===== config.mk =====
export PLATFORM = sky130hd
export DESIGN_NAME = fetch_prefetch
export DESIGN_NICKNAME = d
export VERILOG_FILES = /design/src/rtl/core_pkg.sv /design/src/rtl/fetch_fifo.sv /design/src/rtl/fetch_prefetch.sv
export SDC_FILE = /design/constraint.sdc
export NUM_CORES = 1
export LEC_CHECK = 0
export ABC_AREA = 1
export CAP_MARGIN = 20
export CORE_UTILIZATION = 39
export CTS_CLUSTER_SIZE = 20
export DETAILED_ROUTE_END_ITERATION = 10
export GPL_TIMING_DRIVEN = 0
export PLACE_DENSITY = 0.66
export SETUP_SLACK_MARGIN = 0.5
export SLEW_MARGIN = 20
export SYNTH_ARGS = -nofsm -noshare
export SYNTH_HDL_FRONTEND = slang
export SYNTH_SLANG_ARGS = --single-unit

===== constraint.sdc =====
create_clock -name clock -period 3.9 [get_ports clock]
set_input_delay 0.78 -clock clock [delete_from_list [all_inputs] [get_ports clock]]
set_output_delay 0.78 -clock clock [all_outputs]
set_load 0.1 [all_outputs]

===== src/rtl/core_pkg.sv =====
// Definitions shared by the RV32I front end: address width default, opcode map
// and fetch constants used by both fetch and decode.
package core_pkg;

    localparam int DEFAULT_ADDRESS_BITS = 16;
    localparam int INSTR_BITS           = 32;
    localparam int PC_STEP              = 4;
    localparam logic [31:0] NOP_INSTR   = 32'h0000_0013;

    typedef enum logic [6:0] {
        R_TYPE = 7'b0110011,
        I_TYPE = 7'b0010011,
        LOAD   = 7'b0000011,
        STORE  = 7'b0100011,
        BRANCH = 7'b1100011,
        JAL    = 7'b1101111,
        JALR   = 7'b1100111,
        LUI    = 7'b0110111,
        AUIPC  = 7'b0010111,
        SYSTEM = 7'b1110011
    } opcode_t;

    function automatic opcode_t opcode_of(input logic [31:0] instr);
        return opcode_t'(instr[6:0]);
    endfunction

endpackage


===== src/rtl/fetch_fifo.sv =====
// Synchronous FIFO holding {pc, instruction} entries between fetch and decode.
// Head is read combinationally from the registered storage.
module fetch_fifo #(
    parameter int DEPTH = 4,
    parameter int WIDTH = 48,
    localparam int PTR_BITS   = $clog2(DEPTH),
    localparam int COUNT_BITS = PTR_BITS + 1
) (
    input  logic                  clock,
    input  logic                  reset,
    input  logic                  push,
    input  logic [WIDTH-1:0]      push_data,
    input  logic                  pop,
    input  logic                  clear,
    output logic [WIDTH-1:0]      head,
    output logic [COUNT_BITS-1:0] count
);

    logic [WIDTH-1:0]    mem [DEPTH];
    logic [PTR_BITS-1:0] wr_ptr;
    logic [PTR_BITS-1:0] rd_ptr;
    logic                do_push;
    logic                do_pop;

    // Clear dominates: a flushed cycle neither stores nor retires an entry.
    assign do_push = push & ~clear & (count != COUNT_BITS'(DEPTH));
    assign do_pop  = pop & ~clear & (count != '0);
    assign head    = mem[rd_ptr];

    always_ff @(posedge clock) begin
        if (reset || clear) begin
            wr_ptr <= '0;
            rd_ptr <= '0;
            count  <= '0;
        end else begin
            if (do_push) wr_ptr <= wr_ptr + PTR_BITS'(1);
            if (do_pop)  rd_ptr <= rd_ptr + PTR_BITS'(1);
            case ({do_push, do_pop})
                2'b10:   count <= count + COUNT_BITS'(1);
                2'b01:   count <= count - COUNT_BITS'(1);
                default: count <= count;
            endcase
        end
    end

    // NOTE: storage is deliberately not reset; count gates validity, so a reset
    // here would only add a wide reset fan-out for no functional gain.
    always_ff @(posedge clock) begin
        if (do_push) mem[wr_ptr] <= push_data;
    end

endmodule


===== src/rtl/fetch_prefetch.sv =====
// Instruction-fetch stage: issues sequential reads, buffers returns, flushes on redirect.
// Optional counters are enabled with the FETCH_PREFETCH_STATS_EN macro.
module fetch_prefetch
    import core_pkg::*;
#(
    parameter int ADDRESS_BITS = DEFAULT_ADDRESS_BITS,
    parameter int DEPTH        = 4,
    parameter logic [ADDRESS_BITS-1:0] RESET_PC = '0
) (
    input  logic                    clock,
    input  logic                    reset,
    input  logic                    start,
    input  logic                    next_PC_select,
    input  logic [ADDRESS_BITS-1:0] target_PC,
    output logic                    imem_req,
    output logic [ADDRESS_BITS-1:0] imem_addr,
    input  logic [31:0]             imem_rdata,
    output logic [ADDRESS_BITS-1:0] PC,
    output logic [31:0]             instruction,
    output logic                    out_valid,
    input  logic                    out_ready
`ifdef FETCH_PREFETCH_STATS_EN
    ,
    output logic [31:0]             stat_fetched,
    output logic [31:0]             stat_flushes
`endif
);

    localparam int COUNT_BITS = $clog2(DEPTH) + 1;
    localparam int ENTRY_BITS = ADDRESS_BITS + INSTR_BITS;

    logic [ADDRESS_BITS-1:0] fetch_pc;
    logic [ADDRESS_BITS-1:0] addr_d1;
    logic [ADDRESS_BITS-1:0] target_aligned;
    logic                    inflight;
    logic                    issue;
    logic                    push;
    logic                    pop;
    logic                    redirect;
    logic [COUNT_BITS-1:0]   count;
    logic [ENTRY_BITS-1:0]   head;

    assign out_valid      = (count != '0);
    assign pop            = out_valid & out_ready;
    assign redirect       = next_PC_select & pop;
    assign target_aligned = target_PC & ~ADDRESS_BITS'(3);

    // Entries in the queue plus the one word in flight must never exceed DEPTH.
    assign issue = ~reset & start & ~redirect &
                   ((int'(count) + int'(inflight)) < DEPTH);
    assign push  = inflight & ~redirect;

    assign imem_req  = issue;
    assign imem_addr = fetch_pc;

    assign {PC, instruction} = out_valid ? head : '0;

    always_ff @(posedge clock) begin
        if (reset) begin
            fetch_pc <= RESET_PC;
            addr_d1  <= '0;
            inflight <= 1'b0;
        end else begin
            inflight <= issue;
            if (issue) addr_d1 <= fetch_pc;
            if (redirect)   fetch_pc <= target_aligned;
            else if (issue) fetch_pc <= fetch_pc + ADDRESS_BITS'(PC_STEP);
        end
    end

    fetch_fifo #(
        .DEPTH (DEPTH),
        .WIDTH (ENTRY_BITS)
    ) u_fifo (
        .clock     (clock),
        .reset     (reset),
        .push      (push),
        .push_data ({addr_d1, imem_rdata}),
        .pop       (pop),
        .clear     (redirect),
        .head      (head),
        .count     (count)
    );

`ifdef FETCH_PREFETCH_STATS_EN
    always_ff @(posedge clock) begin
        if (reset) begin
            stat_fetched <= '0;
            stat_flushes <= '0;
        end else begin
            if (pop)      stat_fetched <= stat_fetched + 32'd1;
            if (redirect) stat_flushes <= stat_flushes + 32'd1;
        end
    end
`endif

endmodule


==> summary.txt, run 1 <==
Crit end category -> output pin
Psw -> 0.001896 W
Crit path DAT -> 2.55 ns
Hold_buf cts -> 0
Worst-Margin Slew -> 0.9763 ns
Final setup margin -> 0.5692 ns
Highest routing layer actually used -> met5
Tightest Hold Check Type -> flop to flop
Initial core utilization -> 39.97%
Slew Limit Fails -> 0
Synth Warn # -> 0
Fill cell count -> 1996
Worst setup SP type -> flop
Core Rows -> 55
Register bit total from synthesis -> 222
Fin crit period -> 3.331 ns
Crit Path Class -> flop to output pin
Area Overhead vs Synth -> 26.46%
Max transition margin -> 34.71%
CTS Root Cell -> clkbuf_16
Crit path cell chain -> inv_2 -> buf_2 -> buf_1 -> o21ai_0 -> a21oi_1 -> clkdlybuf4s18_2
Fin crit share -> 85.41%
Sequential element share of the synthesized area -> 69.05%
Die ar. -> 23960 um^2
Max-cap violations -> 0
Critical Path RT -> 3.12 ns
Die X -> 154.8 um
Commonest cells after routing, fill and taps aside -> nor2_1 (207), edfxtp_1 (184), o21ai_0 (115)
Port buffer count -> 112
Cell Int Power -> 0.004162 W
Clock skew -> 0.01743 ns
Multi-input gate area -> 2441 um^2
Number of synthesized flops with an enable pin -> 184
Total iterations of the first detailed-routing run -> 5
Max VDD drop -> 264.4 uV
Total congestion overflow -> 0
Antenna-violating nets left -> 0
DR WL met2 -> 9625 um
Reg2reg start -> u_fifo.count[0]
CTS tree -> built
Leakage -> 4.146 nW
DRC -> 0
DP HPWL -> 13410 um
Max Freq -> 0.3002 GHz
GPL Wtd Cong -> 0.8281
Largest net degree at the start of global routing -> 24
Skew-Pair Late Insertion Delay -> 0.52 ns
Slowest CP cell -> clkdlybuf4s18_2
Critical Path Max Stage Delay -> 0.58 ns
H-tree depth -> 1
Mapped Cells -> 828
Logic pwr share -> 20.8%
Main flop type after synthesis -> edfxtp_1
Initial DRC count -> 391
Clk slew on worst S/H paths -> 0.06 ns
Clock share of power -> 34.4%
Clock Sinks -> 222
Finished Core Util -> 50.54%
GR Util All Layers -> 17.40%
Sequential standard cell area -> 6286 um^2
# nets final -> 1036
Via density -> 4.816
Metal-1 WL -> 9310 um
Vias -> 6290
Final setup fails -> 0
Wirelength per Cell -> 15.78 um
Clk buf depth -> 3
Io pins -> 119
Final Hold Viols -> 0
DR WL met3 -> 1288 um
Antenna cells -> 0
Placement Setup Slack -> -0.03794 ns
Hold Crit Start -> u_fifo.rd_ptr[1]
Initial antenna violation count -> 1
Core Box Area -> 22780 um^2
Sw Ratio -> 31.29%
Final WL -> 20610 um
Vias in the first global route -> 6034
Die Ht -> 154.8 um
Seq pwr share -> 44.8%
Post-synthesis cell type count -> 35
First-pass GRT wire length -> 32240 um
Mapped cell area -> 9104 um^2
CTS Buf Count -> 23
PD cells -> 526.2 nW/um^2
Most common cell after layout, fill and taps aside -> nor2_1
Share of cells above drive strength 1 -> 13.90%
Critical path fanouts, max -> 10
Ys async rst share -> 0%
RSZ-0062 raised after global routing -> yes
Status -> complete, no violations
Mapped Avg Cell Area -> 10.99 um^2
critical path: cells and delay by family (launching register included):
family                 cells  cell delay [ns]
buffers and inverters      4             1.31
AOI/OAI and AO/OA          2             0.40
DFF                        1             0.33
cells in the mapped netlist (2+ instances only):
master	count	share of area (%)
buf_1	8	0.33
ha_1	6	0.82
inv_2	8	0.33
o21ai_0	115	6.3
nand2_1	56	2.3
inv_1	38	1.6
xor2_1	4	0.38
o21ai_1	3	0.16
nand3_4	3	0.58
a21oi_1	60	3.3
nand3_1	31	1.7
nor3b_1	2	0.16
buf_4	5	0.41
dfxtp_1	38	8.4
buf_2	16	0.88
buf_6	3	0.37
nand4_1	4	0.27
nand2_2	3	0.21
clkbuf_1	13	0.54
nor3_1	3	0.16
nor3_2	2	0.22
edfxtp_1	184	61
nor2_1	211	8.7
timing repair:
action,in CTS,in global routing
gates cloned,0,0
setup buffers,0,0
endpoints found under the setup margin,47,31
gates resized for setup,142,38
registers in the layout (all words and copies together), names as in the netlist, named ones only:
name	flops
u_fifo.wr_ptr	2
u_fifo.rd_ptr	2
imem_addr	14
inflight	1
u_fifo.count	3
u_fifo.mem	184
addr_d1	14
metrics by stage:
step	hold WS, ns	total power (W)	TNS, ns	std cells	area (um^2)
finish	0.5044	0.006058	0	1306	11510
floorplan	0.4567	0.003685	0	831	9115
detailed placement	0.4948	0.004057	-0.03794	1264	10820
global route	0.5303	0.006271	0	1306	11510
CTS	0.5081	0.006112	0	1306	11600
global placement	0.4734	0.004039	-305.03	1256	10630
power by group through the flow:
| stage | clock network [W] | registers (W) | logic, W |
|---|---|---|---|
| 2_1_floorplan | 0 | 0.00287 | 0.000818 |
| 3_3_place_gp | 0 | 0.00277 | 0.00127 |
| 3_5_place_dp | 0 | 0.00276 | 0.00129 |
| 4_1_cts | 0.00212 | 0.00271 | 0.00128 |
| 5_1_grt | 0.00221 | 0.00272 | 0.00134 |
| 6_report | 0.00208 | 0.00271 | 0.00126 |
routing by layer:
layer / up-vias / global-route usage, %
met5: - / 0
met4: 2 / 4.102
met3: 30 / 3.502
met2: 182 / 29.48
met1: 2923 / 22.98
li1: 3153 / -
logic make-up (layout without fill, tap and decap cells):
kind of cell	count (synthesis)	count (layout)	share of synthesized area, %
AND/OR/NAND/NOR	318	318	14.54
flip-flops	222	222	69.05
AO/OA/AOI/OAI	184	184	10.35
buffers and inverters	92	254	4.591
adder cells (fa/ha/maj)	7	7	1.045
XOR/XNOR	4	4	0.3848
other	1	4	0.04119
cell type report:
type	count	share of cell area [%]
Inverter	46	1.500
Buffer	46	2.163
Tap cell	313	3.402
Clock inverter	13	1.065
Timing Repair Buffer	120	10.87
Multi-Input combinational cell	517	21.20
Sequential cell	222	54.60
Clock buffer	29	5.195
final timing paths:
check / cells past startpoint / slack (ns) / end
hold reg to reg: 1 / 0.50 / flop
setup reg to reg: 12 / 1.58 / u_fifo.count[2]
setup / recovery: 6 / 0.57 / PC[5]
hold / removal: 1 / 0.50 / flop
(Power assumes the default switching activity.)
==> run 2, diff against run 1 <==
CORE_UTILIZATION = 50   (was 39)
PLACE_DENSITY = 0.79   (was 0.66)
==> run 2 against run 1 <==
  * Sequential cell count unchanged
  * Via count up 3.1%
  * Critical path type unchanged
  * Count of clock-buffer cells in the layout down 2
  * Clock power about the same
  * Wire length up 2.2%
  * Critical endpoint is now PC[3]
  * Critical path depth unchanged
  * Sequential power about the same
  * Register-to-register slack about the same
  * Clock skew up 0.0064 ns
  * Total power up 0.66%
  * Largest cell class unchanged
==> summary.txt, run 2 (same netlist as run 1, synthesis figures left out) <==
Status -> complete, no violations
Antenna-violating nets left -> 0
Most common cell after layout, fill and taps aside -> nor2_1
Antenna cells -> 0
GR Util All Layers -> 22.82%
# nets final -> 1035
Max transition margin -> 33.18%
Worst-Margin Slew -> 0.9991 ns
DRC -> 0
Skew-Pair Late Insertion Delay -> 0.50 ns
Leakage -> 4.165 nW
CTS tree -> built
Largest net degree at the start of global routing -> 21
First-pass GRT wire length -> 32530 um
Crit end category -> output pin
Core Rows -> 48
Final WL -> 21070 um
Fin crit share -> 84.83%
Die X -> 136.9 um
GPL Wtd Cong -> 0.8514
PD cells -> 531.7 nW/um^2
Final Hold Viols -> 0
RSZ-0062 raised after global routing -> no
Critical Path RT -> 3.12 ns
Initial antenna violation count -> 0
WHS -> 0.5061 ns
Critical path fanouts, max -> 10
Fin crit period -> 3.308 ns
Slew Limit Fails -> 0
Max VDD drop -> 328.9 uV
DP HPWL -> 13450 um
Area Overhead vs Synth -> 25.98%
H-tree depth -> 1
Share of cells above drive strength 1 -> 14.13%
Initial core utilization -> 51.91%
Largest register FFs -> 184
Max-cap violations -> 0
Commonest cells after routing, fill and taps aside -> nor2_1 (207), edfxtp_1 (184), o21ai_0 (115)
Tightest Hold Check Type -> flop to flop
Core Box Area -> 17540 um^2
Clock skew -> 0.02383 ns
Max Freq -> 0.3023 GHz
Io pins -> 119
Worst setup SP type -> flop
Hold_buf cts -> 0
CTS Buf Count -> 22
Clock Sinks -> 222
Die ar. -> 18750 um^2
Clk buf depth -> 3
Total congestion overflow -> 0
Clk slew on worst S/H paths -> 0.06 ns
Vias in the first global route -> 6405
Wirelength per Cell -> 17.33 um
Crit Path Class -> flop to output pin
CTS Root Cell -> clkbuf_16
Vias -> 6486
Crit path DAT -> 2.53 ns
Total iterations of the first detailed-routing run -> 7
Via density -> 5.334
Final setup fails -> 0
Initial DRC count -> 500
Largest Register -> u_fifo.mem
Finished Core Util -> 65.40%
Die Ht -> 136.9 um
Port buffer count -> 112
run 2: metal layers:
metal	up-vias	global-route usage (%)	part of all wire, %
met5	-	0	0
li1	3143	-	-
met4	0	8.242	2.3
met2	247	39.59	50
met3	36	3.333	6.8
met1	3060	29.03	41
run 2: what timing repair did:
action	4_1_cts	5_1_grt
gates resized for setup	141	32
endpoints found under the setup margin	47	18
setup buffers	0	0
run 2: final timing paths:
path                                       from  cells after the start                 to  slack [ns]
worst min register to register       addr_d1[6]                      0  u_fifo.mem[0][38]        0.51
worst min-delay path                 addr_d1[6]                      0  u_fifo.mem[0][38]        0.51
worst max register to register  u_fifo.count[2]                     12    u_fifo.count[2]        1.57
worst max-delay path                       flop                      6              PC[3]        0.59
run 2: where the power goes:
group | switching, W | internal [W]
clock | 0.000859 | 0.00125
sequential | 0.0000543 | 0.00266
combinational | 0.000992 | 0.000283
run 2: stage by stage:
step | worst slack, ns | cells | TNS [ns] | cell area [um^2] | power (W)
after floorplan | 0.3233 | 831 | 0 | 9115 | 0.003685
after global placement | -1.565 | 1168 | -281.97 | 10520 | 0.004024
after detailed placement | -0.03403 | 1176 | -0.03403 | 10770 | 0.004061
after CTS | 0.5283 | 1216 | 0 | 11560 | 0.006132
after global routing | 0.5005 | 1216 | 0 | 11470 | 0.006294
final | 0.5918 | 1216 | 0 | 11470 | 0.006098
run 2: worst max-delay path, cell delays in order, from the launching register on:
cell	delay, ns
dfxtp_1	0.33
inv_2	0.05
buf_2	0.21
clkbuf_1	0.44
o21ai_0	0.20
a21oi_1	0.21
clkdlybuf4s15_2	0.59
run 2: final cells by class:
class | instances | area, um^2
plain buffers | 46 | 245.2
clock buffers | 27 | 610.6
clock inverters | 13 | 123.9
fillers | 1288 | 6068
inverters | 46 | 172.7
multi-input cells | 517 | 2441
flip-flops and latches | 222 | 6286
well taps | 225 | 281.5
repair buffers | 120 | 1308
